`config.mk`:
```
export PLATFORM = sky130hd
export DESIGN_NAME = pulse_stretcher
export DESIGN_NICKNAME = d
export VERILOG_FILES = /design/src/rtl/pulse_stretcher_pkg.sv /design/src/rtl/pulse_stretcher_ch.sv /design/src/rtl/pulse_stretcher.sv
export SDC_FILE = /design/constraint.sdc
export NUM_CORES = 1
export LEC_CHECK = 0
export ABC_AREA = 1
export BUFFER_PORTS_ARGS = -buffer_cell sky130_fd_sc_hd__buf_2
export CORE_MARGIN = 1.5
export CORE_UTILIZATION = 50
export DETAILED_ROUTE_END_ITERATION = 8
export GPL_TIMING_DRIVEN = 0
export PLACE_DENSITY = 0.76
export SLEW_MARGIN = 30
export SYNTH_ARGS = -nofsm -noshare
export SYNTH_HDL_FRONTEND = slang
export SYNTH_SLANG_ARGS = --single-unit
```
`constraint.sdc`:
```
create_clock -name clk -period 1.67 [get_ports clk]
set_input_delay 0.501 -clock clk [delete_from_list [all_inputs] [get_ports clk]]
set_output_delay 0.501 -clock clk [all_outputs]
set_load 0.02 [all_outputs]
```
`src/rtl/pulse_stretcher_pkg.sv`:
```
// Shared types and constants for the pulse stretcher: channel state encoding,
// counter width helper and default stretch lengths for LED/buzzer channels.
package pulse_stretcher_pkg;

  typedef enum logic {
    ST_IDLE   = 1'b0,
    ST_ACTIVE = 1'b1
  } ch_state_e;

  localparam int unsigned CLK_HZ            = 50_000_000;
  localparam int unsigned STRETCH_LED_100MS = CLK_HZ / 10;
  localparam int unsigned STRETCH_BEEP_50MS = CLK_HZ / 20;

  // Down-counter width for a window of n cycles; never narrower than 1 bit.
  function automatic int unsigned cnt_width(input int unsigned n);
    return (n <= 1) ? 1 : $clog2(n);
  endfunction

endpackage

```
`src/rtl/pulse_stretcher_ch.sv`:
```
// Single stretcher channel: holds level high for STRETCH cycles per trigger and
// pulses done for one cycle when the window closes.
module pulse_stretch_ch
  import pulse_stretcher_pkg::*;
#(
  parameter int unsigned STRETCH   = 1000,
  parameter bit          RETRIGGER = 1'b1
) (
  input  logic clk,
  input  logic rst_n,
  input  logic trig,
  output logic level,
  output logic busy,
  output logic done
);

  localparam int unsigned      CNT_W  = cnt_width(STRETCH);
  localparam logic [CNT_W-1:0] RELOAD = CNT_W'(STRETCH - 1);

  ch_state_e        r_state, w_state_next;
  logic [CNT_W-1:0] r_cnt, w_cnt_next;
  logic             r_done, w_done_next;

  always_ff @(posedge clk or negedge rst_n) begin
    if (!rst_n) begin
      r_state <= ST_IDLE;
      r_cnt   <= '0;
      r_done  <= 1'b0;
    end else begin
      r_state <= w_state_next;
      r_cnt   <= w_cnt_next;
      r_done  <= w_done_next;
    end
  end

  always_comb begin
    w_state_next = r_state;
    w_cnt_next   = r_cnt;
    w_done_next  = 1'b0;
    case (r_state)
      ST_IDLE: begin
        if (trig) begin
          w_state_next = ST_ACTIVE;
          w_cnt_next   = RELOAD;
        end
      end
      ST_ACTIVE: begin
        // A reload wins over expiry, so a trigger on the last cycle extends the window.
        if (RETRIGGER && trig) begin
          w_cnt_next = RELOAD;
        end else if (r_cnt == '0) begin
          w_state_next = ST_IDLE;
          w_done_next  = 1'b1;
        end else begin
          w_cnt_next = r_cnt - CNT_W'(1);
        end
      end
      default: w_state_next = ST_IDLE;
    endcase
  end

  assign level = (r_state == ST_ACTIVE);
  assign busy  = level;
  assign done  = r_done;

endmodule

```
`src/rtl/pulse_stretcher.sv`:
```
// WIDTH independent pulse stretcher channels sharing only clock and reset.
module pulse_stretcher
  import pulse_stretcher_pkg::*;
#(
  parameter int unsigned WIDTH     = 1,
  parameter int unsigned STRETCH   = 1000,
  parameter bit          RETRIGGER = 1'b1
) (
  input  logic             clk,
  input  logic             rst_n,
  input  logic [WIDTH-1:0] trig,
  output logic [WIDTH-1:0] level,
  output logic [WIDTH-1:0] busy,
  output logic [WIDTH-1:0] done
);

  generate
    for (genvar gi = 0; gi < WIDTH; gi++) begin : g_ch
      pulse_stretch_ch #(
        .STRETCH  (STRETCH),
        .RETRIGGER(RETRIGGER)
      ) u_ch (
        .clk  (clk),
        .rst_n(rst_n),
        .trig (trig[gi]),
        .level(level[gi]),
        .busy (busy[gi]),
        .done (done[gi])
      );
    end
  endgenerate

endmodule

```
==> run summary, run 1 <==
status -> finished clean
clock sink total -> 12
GRT overflow -> 0
synth unique cells -> 19
largest net degree at the start of global routing -> 13
Crit Path Max Fanout -> 8
Routed WL -> 1.34 mm
initial antenna violation count -> 0
Mapped Area -> 703 um^2
Min-Delay Path Class -> primary input to asynchronous set/reset pin
worst vdd ir -> 0.000339 V
Ports -> 6
vias in the first global route -> 514
DR pass1 iterations -> 4
number of buffers added for setup after CTS -> 0
Max Clk Rate -> 628 MHz
worst reg2reg endpoint -> g_ch[0].u_ch.r_cnt[2]$_DFFE_PN0P_
Max Slew Vio Count -> 0
H-Tree Level Count -> 1
Post-DRT Antenna Nets -> 0
R2R setup slack -> 0.14 ns
Post-route DRC -> 0
die area -> 1640 um^2
clock latency on the worst-skew pair -> 0.27 ns
overall routing resource usage -> 20.3%
Die Wd -> 40.5 um
skew final -> 0.00229 ns
Starting DRT DRC Count -> 12
Cells after Synth -> 89
Clk pin slew, worst setup/hold paths -> 0.07 ns
Core Region -> 1300 um^2
Vias/cell -> 5.33
Worst-Margin Slew -> 0.434 ns
syn avg cell area -> 7.90 um^2
WP data arrival -> 1.09 ns
Pwr Density -> 670 nW/um^2
share of layout cells above drive strength 1 -> 20.6%
P&R area growth vs syn -> 9.43%
Die Height -> 40.5 um
Initial Utilization -> 54.0%
CTS tree -> done
design area -> 769 um^2
clock root buffer -> clkbuf_4
total CTS buffers -> 3
Synth Register Bits -> 12
Final Critical Period -> 1.59 ns
Reg-to-Reg Start -> g_ch[0].u_ch.r_cnt[0]$_DFFE_PN0P_
Critical Path Source Type -> flop
Post-Place Cell Area -> 747 um^2
cells resized by post-CTS repair -> 0
final setup violating endpoints -> 0
TNS Setup -> 0 ns
fin nets -> 103
IO Port Bufs -> 5
Crit path required time -> 1.17 ns
HPWL after DPL -> 989 um
row count -> 13
sequential share of the synthesized area -> 42.7%
Mapped Nets -> 93
gpl congestion -> 0.817
CTS Buffer Depth -> 2
Diodes inserted -> 0
Post-CTS Hold Buffers -> 0
final hold vios -> 0
first-pass GRT wire length -> 2.17 mm
via count -> 597
critical path class -> flop to output pin
R2R cell count -> 9
endpoint type of the worst setup path -> output pin
RSZ-0062 raised after global routing -> no
Synth Warn # -> 0
wire per inst -> 12.0 um
leakage power -> 0.000410 uW
fin crit share -> 95.4%
Max Cap Violations -> 0
Max transition margin -> 71.1%
worst max-delay path by stage:
stage	startpoint	endpoint	slack, ns	cells past startpoint
final	g_ch[0].u_ch.busy$_DFF_PN0_	level	0.08	2
after floorplan	g_ch[0].u_ch.r_cnt[0]$_DFFE_PN0P_	g_ch[0].u_ch.r_cnt[2]$_DFFE_PN0P_	0.30	9
after CTS	g_ch[0].u_ch.busy$_DFF_PN0_	level	0.07	2
after global routing	g_ch[0].u_ch.r_cnt[0]$_DFFE_PN0P_	g_ch[0].u_ch.r_cnt[3]$_DFFE_PN0P_	0.02	9
after detailed placement	trig	g_ch[0].u_ch.r_cnt[2]$_DFFE_PN0P_	0.14	6
after global placement	trig	g_ch[0].u_ch.r_cnt[2]$_DFFE_PN0P_	0.12	6
through the flow:
stage	util (%)	hold slack, ns	setup slack [ns]	instances	total power (uW)
2_1_floorplan	-	0.205	0.303	89	332
3_3_place_gp	57.4	0.392	0.123	109	345
3_5_place_dp	57.4	0.396	0.137	109	347
4_1_cts	59.1	0.106	0.0724	112	522
5_1_grt	59.1	0.115	0.0172	112	545
6_report	59.1	0.0998	0.0774	112	516
layout by cell type (no fill, tap or decap), types with 2 or more instances in the layout:
master | netlist | routed
dfrtp_1 | 12 | 12
o21ai_2 | 3 | 3
inv_1 | 9 | 9
nor3_1 | 2 | 2
clkbuf_4 | 0 | 3
nand3_1 | 17 | 17
nand4_1 | 5 | 5
nor2_1 | 10 | 10
nand2_1 | 17 | 17
nand2_4 | 3 | 3
buf_2 | 1 | 6
xor2_1 | 2 | 2
cell families after synthesis:
kind of cell             after synthesis  share of synthesized area [%]
XOR/XNOR                               2                           2.49
flip-flops                            12                           42.7
buffers and inverters                 12                           7.12
AND/OR/NAND/NOR                       58                           41.5
adder cells (fa/ha/maj)                1                           1.78
AO/OA/AOI/OAI                          4                           4.45
flip-flops by register name (all words and copies together) (netlist names):
| signal | flops |
|---|---|
| g_ch.u_ch.r_cnt | 10 |
| g_ch.u_ch.busy | 1 |
| g_ch.u_ch.done | 1 |
power breakdown:
| group | switching, uW | total [uW] | internal (uW) |
|---|---|---|---|
| combinational | 27.1 | 40.4 | 13.3 |
| clock | 91.5 | 175 | 83.3 |
| sequential | 4.11 | 300 | 296 |
per-layer routing:
layer,up-vias,share of wire (%),GRT usage [%]
li1,311,-,-
met1,274,49,26.4
met2,10,46,33.3
met3,2,3.5,5.00
met4,0,0.90,5.00
met5,-,0,0
Yosys cell counts:
master | n | share of area [%]
nand2_1 | 17 | 9.1
nand4_1 | 5 | 4.4
buf_4 | 1 | 1.1
or2_2 | 1 | 0.89
o21ai_2 | 3 | 3.7
nor2_4 | 1 | 1.6
nor2_2 | 1 | 0.89
clkbuf_1 | 1 | 0.53
nor3_1 | 2 | 1.4
nand3_1 | 17 | 12
dfrtp_1 | 12 | 43
xor2_1 | 2 | 2.5
nand2_2 | 1 | 0.89
inv_1 | 9 | 4.8
o21ai_0 | 1 | 0.71
nand2_4 | 3 | 4.8
buf_2 | 1 | 0.71
nor2_1 | 10 | 5.3
ha_1 | 1 | 1.8
final cells by class:
| type | count | area (um^2) |
|---|---|---|
| Timing Repair Buffer | 5 | 25.0 |
| Inverter | 9 | 33.8 |
| Tap cell | 15 | 18.8 |
| Buffer | 3 | 16.3 |
| Fill cell | 130 | 532 |
| Sequential cell | 12 | 300 |
| Multi-Input combinational cell | 65 | 353 |
| Clock buffer | 3 | 22.5 |
critical path: stages (launching register included):
cell     delay (ns)
dfrtp_1        0.52
buf_4          0.16
buf_2          0.15
Note: power is estimated with default switching activity, not from simulation.
==> run 2, diff against run 1 <==
Settings changed: ABC_AREA 1 to unset, CAP_MARGIN set to 20.
==> run 2 against run 1 <==
  * The run now ends with negative setup slack left
  * Flip-flop and latch count stayed put
  * Sequential share of layout area is 3.7 points lower
  * Largest power group unchanged
  * Register-to-register slack worse by 0.18 ns
  * Die area is 3.8% lower
  * Power is 51% higher
  * Global-route usage is 2.4 points higher
  * Synthesized cell count is 20% lower
  * Clock skew is 0.00067 ns lower
  * Design area is 12% higher
  * Highest routed layer unchanged
  * Combinational power grew to 5.7 times the previous value
  * Worst hold slack worse by 0.0031 ns
==> run summary, run 2 <==
status -> finished, violations left
failing checks -> negative setup slack
Max Cap Violations -> 0 (unchanged)
final hold vios -> 0 (unchanged)
worst-path cell with the longest stage delay -> or4_4
Primary FF master, synth -> dfrtp_1
Crit path required time -> 1.83 ns (+0.66 ns)
total CTS buffers -> 3 (unchanged)
Post-DRT Antenna Nets -> 0 (unchanged)
top post-synthesis cells by area -> dfrtp_1 45%, nor2_1 4.5%, a21oi_1 3.0%, inv_1 2.8%, a211o_1 2.6%
Starting DRT DRC Count -> 18 (+6)
WP data arrival -> 1.87 ns (+0.78 ns)
Post-synth EDFFs -> 0 (unchanged)
vias in the first global route -> 517 (+0.58%)
Final WS setup -> -0.0427 ns (-0.120 ns)
Mapped Area -> 674 um^2 (-4.1%)
GRT overflow -> 0 (unchanged)
ys async rst share -> 100% (unchanged)
Max transition margin -> 73.0% (+1.9 points)
DR pass1 iterations -> 4 (unchanged)
via count -> 646 (+8.2%)
HPWL after DPL -> 946 um (-4.3%)
clock latency on the worst-skew pair -> 0.27 ns (about the same)
P&R area growth vs syn -> 27.5%
Cells after Synth -> 71 (-20%)
Post-route DRC -> 0 (unchanged)
gpl congestion -> 0.754 (-7.7%)
clock root buffer -> clkbuf_4
worst reg2reg endpoint -> g_ch[0].u_ch.r_cnt[7]$_DFFE_PN0P_
IO Port Bufs -> 5 (unchanged)
first-pass GRT wire length -> 2.40 mm (+10%)
fin nets -> 92 (-11%)
Die Height -> 39.7 um (-1.9%)
Final Critical Period -> 1.71 ns (+0.120 ns)
Crit Path Max Fanout -> 7 (-1)
PnR Total Power -> 780 uW (+51%)
R2R setup slack -> -0.04 ns (-0.18 ns)
Reg-to-Reg Start -> g_ch[0].u_ch.r_cnt[3]$_DFFE_PN0P_
Core Region -> 1280 um^2 (-1.3%)
area of the multi-input gates -> 384 um^2 (+8.9%)
overall routing resource usage -> 22.7% (+2.4 points)
Worst-Margin Slew -> 0.405 ns (-0.0288 ns)
CTS Buffer Depth -> 2 (unchanged)
fin crit share -> 103% (+7.2 points)
skew final -> 0.00162 ns (-0.000670 ns)
share of layout cells above drive strength 1 -> 35.6% (+15 points)
row count -> 13 (unchanged)
R2R cell count -> 3 (-6)
sequential share of the synthesized area -> 44.5% (+1.8 points)
Biggest register -> g_ch.u_ch.r_cnt
Clk pin slew, worst setup/hold paths -> 0.08 ns (about the same)
CTS tree -> done
endpoint type of the worst setup path -> flop
largest net degree at the start of global routing -> 13 (unchanged)
Critical Path Source Type -> flop
Mapped Nets -> 75 (-19%)
Min-Delay Path Class -> primary input to asynchronous set/reset pin
final setup violating endpoints -> 3 (+3)
Vias/cell -> 6.33 (+19%)
die area -> 1580 um^2 (-3.8%)
Critical Path Max Stage Delay -> 0.58 ns (+0.06 ns)
worst vdd ir -> 0.000539 V (+59%)
synth unique cells -> 32 (+13)
register area -> 304 um^2 (+1.3%)
Fill cells -> 106 (-18%)
critical path class -> flop to flop
WHS -> 0.0967 ns (-0.00313 ns)
Initial Utilization -> 52.5% (-1.6 points)
Synth Warn # -> 0 (unchanged)
most frequent cells in the layout -> 9 x buf_4, 9 x dfrtp_1, 8 x nor2_1
Post-synth top cells -> 12 x dfrtp_1, 8 x nor2_1, 5 x inv_1, 4 x a21oi_1, 3 x o21ai_0
H-Tree Level Count -> 1 (unchanged)
wire per inst -> 15.7 um (+32%)
leakage power -> 0.000357 uW (-13%)
initial antenna violation count -> 0 (unchanged)
utilization after layout -> 66.9% (+7.8 points)
Pwr Density -> 907 nW/um^2 (+35%)
clock sink total -> 12 (unchanged)
Largest register FFs -> 10 (unchanged)
Routed WL -> 1.61 mm (+20%)
CP Cell Sequence -> or4_4, or3_1, a221o_1
syn avg cell area -> 9.50 um^2 (+20%)
share of the synthesized area in the top cell type -> 44.5% (+1.8 points)
Synth Register Bits -> 12 (unchanged)
Max Slew Vio Count -> 0 (unchanged)
dominant cell type by area after synthesis -> dfrtp_1
Ports -> 6 (unchanged)
RSZ-0062 raised after global routing -> yes
Die Wd -> 39.7 um (-1.9%)
Max Clk Rate -> 584 MHz (-7.0%)
most numerous cell in the Yosys netlist -> dfrtp_1
Diodes inserted -> 0 (unchanged)
Post-CTS Hold Buffers -> 0 (unchanged)
-- run 2: cell types whose count changed after synthesis, sizes merged, moves of 3 or more --
cell   delta
nor4      +3
nor2      -4
or3       +3
nand2    -19
nand3    -16
nand4     -5
inv       -4
a21oi     +4
or4       +3
-- run 2: cell type report --
type / instances / area share, %
inverters: 5 / 2.18
well taps: 15 / 2.18
flip-flops and latches: 12 / 35.4
multi-input cells: 50 / 44.7
repair buffers: 13 / 9.90
clock buffers: 4 / 3.06
plain buffers: 3 / 2.62
-- run 2: cells by family (layout without fill, tap and decap cells) --
family                     Yosys count  after routing  share of synthesized area, %
AOI/OAI and AO/OA                   18             18                          19.5
and+or+nand+nor                     31             31                          28.2
buffers and inverters                9             25                          5.94
DFF                                 12             12                          44.5
adders and majority gates            1              1                          1.85
-- run 2: per-layer routing --
metal  track usage [%]  part of all wire (%)  vias to the layer above
met5                 0                     0                        -
met4              10.3                   1.1                        0
met3              3.41                   4.0                        4
met2              34.4                    50                       20
met1              31.0                    45                      321
li1                  -                     -                      301
-- run 2: through the flow --
| stage | std cells | TNS [ns] | setup WS, ns | cell area [um^2] |
|---|---|---|---|---|
| floorplan | 71 | -0.191 | -0.114 | 691 |
| global placement | 91 | -0.585 | -0.221 | 734 |
| detailed placement | 91 | -0.755 | -0.264 | 734 |
| CTS | 98 | -0.0821 | -0.0431 | 803 |
| global route | 102 | -0.164 | -0.0850 | 860 |
| finish | 102 | -0.0561 | -0.0427 | 860 |
-- run 2: worst max-delay path by stage --
stage	slack [ns]	end	start
after global routing	-0.08	g_ch[0].u_ch.r_cnt[7]$_DFFE_PN0P_	g_ch[0].u_ch.r_cnt[4]$_DFFE_PN0P_
after CTS	-0.04	g_ch[0].u_ch.r_cnt[5]$_DFFE_PN0P_	g_ch[0].u_ch.r_cnt[8]$_DFFE_PN0P_
after floorplan	-0.11	g_ch[0].u_ch.r_cnt[7]$_DFFE_PN0P_	g_ch[0].u_ch.r_cnt[3]$_DFFE_PN0P_
after detailed placement	-0.26	g_ch[0].u_ch.r_cnt[5]$_DFFE_PN0P_	g_ch[0].u_ch.r_cnt[6]$_DFFE_PN0P_
after global placement	-0.22	g_ch[0].u_ch.r_cnt[5]$_DFFE_PN0P_	g_ch[0].u_ch.r_cnt[6]$_DFFE_PN0P_
final	-0.04	g_ch[0].u_ch.r_cnt[7]$_DFFE_PN0P_	g_ch[0].u_ch.r_cnt[3]$_DFFE_PN0P_
-- run 2: repair_timing --
action / CTS / global route
endpoints found under the setup margin: 7 / 6
resized for setup: 6 / 6
hold endpoints to repair: 0 / 0
pin swaps: 1 / 1
buffers inserted: 4 / 4
-- run 2: power breakdown --
group	total, uW	internal, uW	switching, uW
sequential	359	321	38.2
clock	190	92.6	97.6
combinational	231	109	121
total	780	523	257
-- run 2: worst max-delay path: cells and delay by family (launching register included) --
kind,cells,cell delay [ns]
and+or+nand+nor,2,0.90
DFF,1,0.39
AOI/OAI and AO/OA,1,0.31
==> run 3, diff against run 2 <==
Settings changed: SKIP_CTS_REPAIR_TIMING set to 1, SLEW_MARGIN 30 to unset.
==> run 3 against run 2 <==
  * The run still ends with negative setup slack left
  * Design area fell by 1.7%
  * Core utilization fell by 1.2 points
  * Largest cell class unchanged
  * Highest routed layer unchanged
  * Non-clock buffer count did not move
==> run summary, run 3 (synthesis gave the netlist of run 2 again) <==
Final WS setup -> -0.139 ns (-0.0961 ns)
status -> finished, violations left
Pwr Density -> 890 nW/um^2 (-2.0%)
row count -> 13 (unchanged)
share of layout cells above drive strength 1 -> 34.5% (-1.1 points)
Vias/cell -> 6.28 (-0.77%)
IO Port Bufs -> 5 (unchanged)
largest net degree at the start of global routing -> 13 (unchanged)
failing checks -> negative setup slack
vias in the first global route -> 488 (-5.6%)
Final Critical Period -> 1.81 ns (+0.0961 ns)
most frequent cells in the layout -> 10 x dfrtp_1, 9 x buf_4, 8 x nor2_1
worst reg2reg endpoint -> g_ch[0].u_ch.r_cnt[7]$_DFFE_PN0P_
TNS Setup -> -0.322 ns (-0.266 ns)
critical path class -> flop to flop
Initial Utilization -> 52.5% (unchanged)
Die Height -> 39.7 um (unchanged)
clock sink total -> 12 (unchanged)
via count -> 641 (-0.77%)
Worst-Margin Slew -> 0.417 ns (+0.0115 ns)
endpoint type of the worst setup path -> flop
Min-Delay Path Class -> primary input to asynchronous set/reset pin
Buf/Inv on CP -> 0 (unchanged)
Critical Path Max Stage Delay -> 0.61 ns (+0.03 ns)
Max transition margin -> 72.2% (-0.77 points)
worst vdd ir -> 0.000600 V (+11%)
Diodes inserted -> 0 (unchanged)
clock power share -> 25.5% (+1.1 points)
Largest register FFs -> 10 (unchanged)
Logic pwr share -> 26.1% (-3.5 points)
WP data arrival -> 1.97 ns (+0.10 ns)
overall routing resource usage -> 21.1% (-1.5 points)
die area -> 1580 um^2 (unchanged)
Crit path required time -> 1.83 ns (about the same)
Post-DRT Antenna Nets -> 0 (unchanged)
final setup violating endpoints -> 6 (+3)
Fill cells -> 110 (+3.8%)
Net Switching -> 247 uW (-4.0%)
Routed WL -> 1.62 mm (+1.1%)
worst-path cell with the longest stage delay -> or4_4
RSZ-0062 raised after global routing -> yes
most common cell after layout, fill and taps aside -> dfrtp_1
pre-CTS setup slack -> -0.264 ns (unchanged)
clock latency on the worst-skew pair -> 0.27 ns (about the same)
Post-route DRC -> 0 (unchanged)
fin nets -> 92 (unchanged)
Max Slew Vio Count -> 0 (unchanged)
Clk pin slew, worst setup/hold paths -> 0.08 ns (about the same)
gpl congestion -> 0.754 (unchanged)
P&R area growth vs syn -> 25.2%
Sequential Power Share -> 48.4% (+2.4 points)
final hold vios -> 0 (unchanged)
wire per inst -> 15.9 um (+1.1%)
CTS tree -> done
CTS Buffer Depth -> 2 (unchanged)
fin crit share -> 108% (+5.8 points)
Max Clk Rate -> 553 MHz (-5.3%)
Crit Path Max Fanout -> 8 (+1)
HPWL after DPL -> 946 um (unchanged)
Starting DRT DRC Count -> 12 (-6)
Core Region -> 1280 um^2 (unchanged)
GRT overflow -> 0 (unchanged)
Die Wd -> 39.7 um (unchanged)
Reg-to-Reg Start -> g_ch[0].u_ch.r_cnt[5]$_DFFE_PN0P_
initial antenna violation count -> 0 (unchanged)
Biggest register -> g_ch.u_ch.r_cnt
Pint -> 504 uW (-3.5%)
Critical Path Source Type -> flop
H-Tree Level Count -> 1 (unchanged)
first-pass GRT wire length -> 2.22 mm (-7.5%)
total CTS buffers -> 3 (unchanged)
R2R cell count -> 3 (unchanged)
CP Cell Sequence -> or4_4, or3_1, a221o_1
leakage power -> 0.000356 uW (-0.20%)
Max Cap Violations -> 0 (unchanged)
Crit path max-delay family -> simple AND/OR/NAND/NOR gates
clock root buffer -> clkbuf_4
skew final -> 0.00273 ns (+0.00111 ns)
DR pass1 iterations -> 4 (unchanged)
R2R setup slack -> -0.14 ns (-0.10 ns)
switching share of total power -> 32.9% (-0.11 points)
Ports -> 6 (unchanged)
-- run 3: cell counts in the layout (fill, tap and decap cells not counted) --
No cell type changed its count.
-- run 3: worst register-to-register path, delay by kind of cell (launching register included) --
family	cells	cell delay (ns)
AND/OR/NAND/NOR	2	0.94
flip-flops	1	0.44
AO/OA/AOI/OAI	1	0.31
-- run 3: layer usage --
metal	global-route usage (%)	vias to the layer above	wire, um
met5	0	-	0
met4	11.2	0	6
met3	3.98	2	62
met2	31.6	19	852
met1	28.2	318	701
li1	-	302	-
-- run 3: area by class of cell --
cell class	instances	area (um^2)	area share, %
multi-input combinational	50	370	43.9
sequential	12	303	35.9
timing repair buffer	13	85.1	10.1
clock buffer	4	26.3	3.11
buffer	3	22.5	2.67
inverter	5	18.8	2.22
tap	15	18.8	2.22
-- run 3: worst max path at each step --
stage,slack (ns),startpoint,cells after the start,end
3_5_place_dp,-0.26,g_ch[0].u_ch.r_cnt[6]$_DFFE_PN0P_,3,g_ch[0].u_ch.r_cnt[5]$_DFFE_PN0P_
2_1_floorplan,-0.11,g_ch[0].u_ch.r_cnt[3]$_DFFE_PN0P_,4,g_ch[0].u_ch.r_cnt[7]$_DFFE_PN0P_
6_report,-0.14,g_ch[0].u_ch.r_cnt[5]$_DFFE_PN0P_,3,g_ch[0].u_ch.r_cnt[7]$_DFFE_PN0P_
3_3_place_gp,-0.22,g_ch[0].u_ch.r_cnt[6]$_DFFE_PN0P_,3,g_ch[0].u_ch.r_cnt[5]$_DFFE_PN0P_
4_1_cts,-0.28,g_ch[0].u_ch.r_cnt[6]$_DFFE_PN0P_,3,g_ch[0].u_ch.r_cnt[5]$_DFFE_PN0P_
5_1_grt,-0.16,g_ch[0].u_ch.r_cnt[5]$_DFFE_PN0P_,3,g_ch[0].u_ch.r_cnt[7]$_DFFE_PN0P_
-- run 3: through the flow --
stage / power [uW] / instance area (um^2) / std cells / util, % / hold WS, ns
global route: 802 / 845 / 102 / 65.7 / 0.105
detailed placement: 531 / 734 / 91 / 57.2 / 0.400
CTS: 716 / 761 / 95 / 59.2 / 0.106
finish: 751 / 845 / 102 / 65.7 / 0.0944
floorplan: 483 / 691 / 71 / - / 0.205
global placement: 522 / 734 / 91 / 57.2 / 0.388
-- run 3: power groups by stage --
stage / Combinational (uW) / Clock [uW] / Sequential [uW]
after detailed placement: 171 / 0 / 359
after CTS: 171 / 191 / 353
after floorplan: 133 / 0 / 349
after global routing: 221 / 211 / 369
after global placement: 163 / 0 / 358
final: 196 / 192 / 364
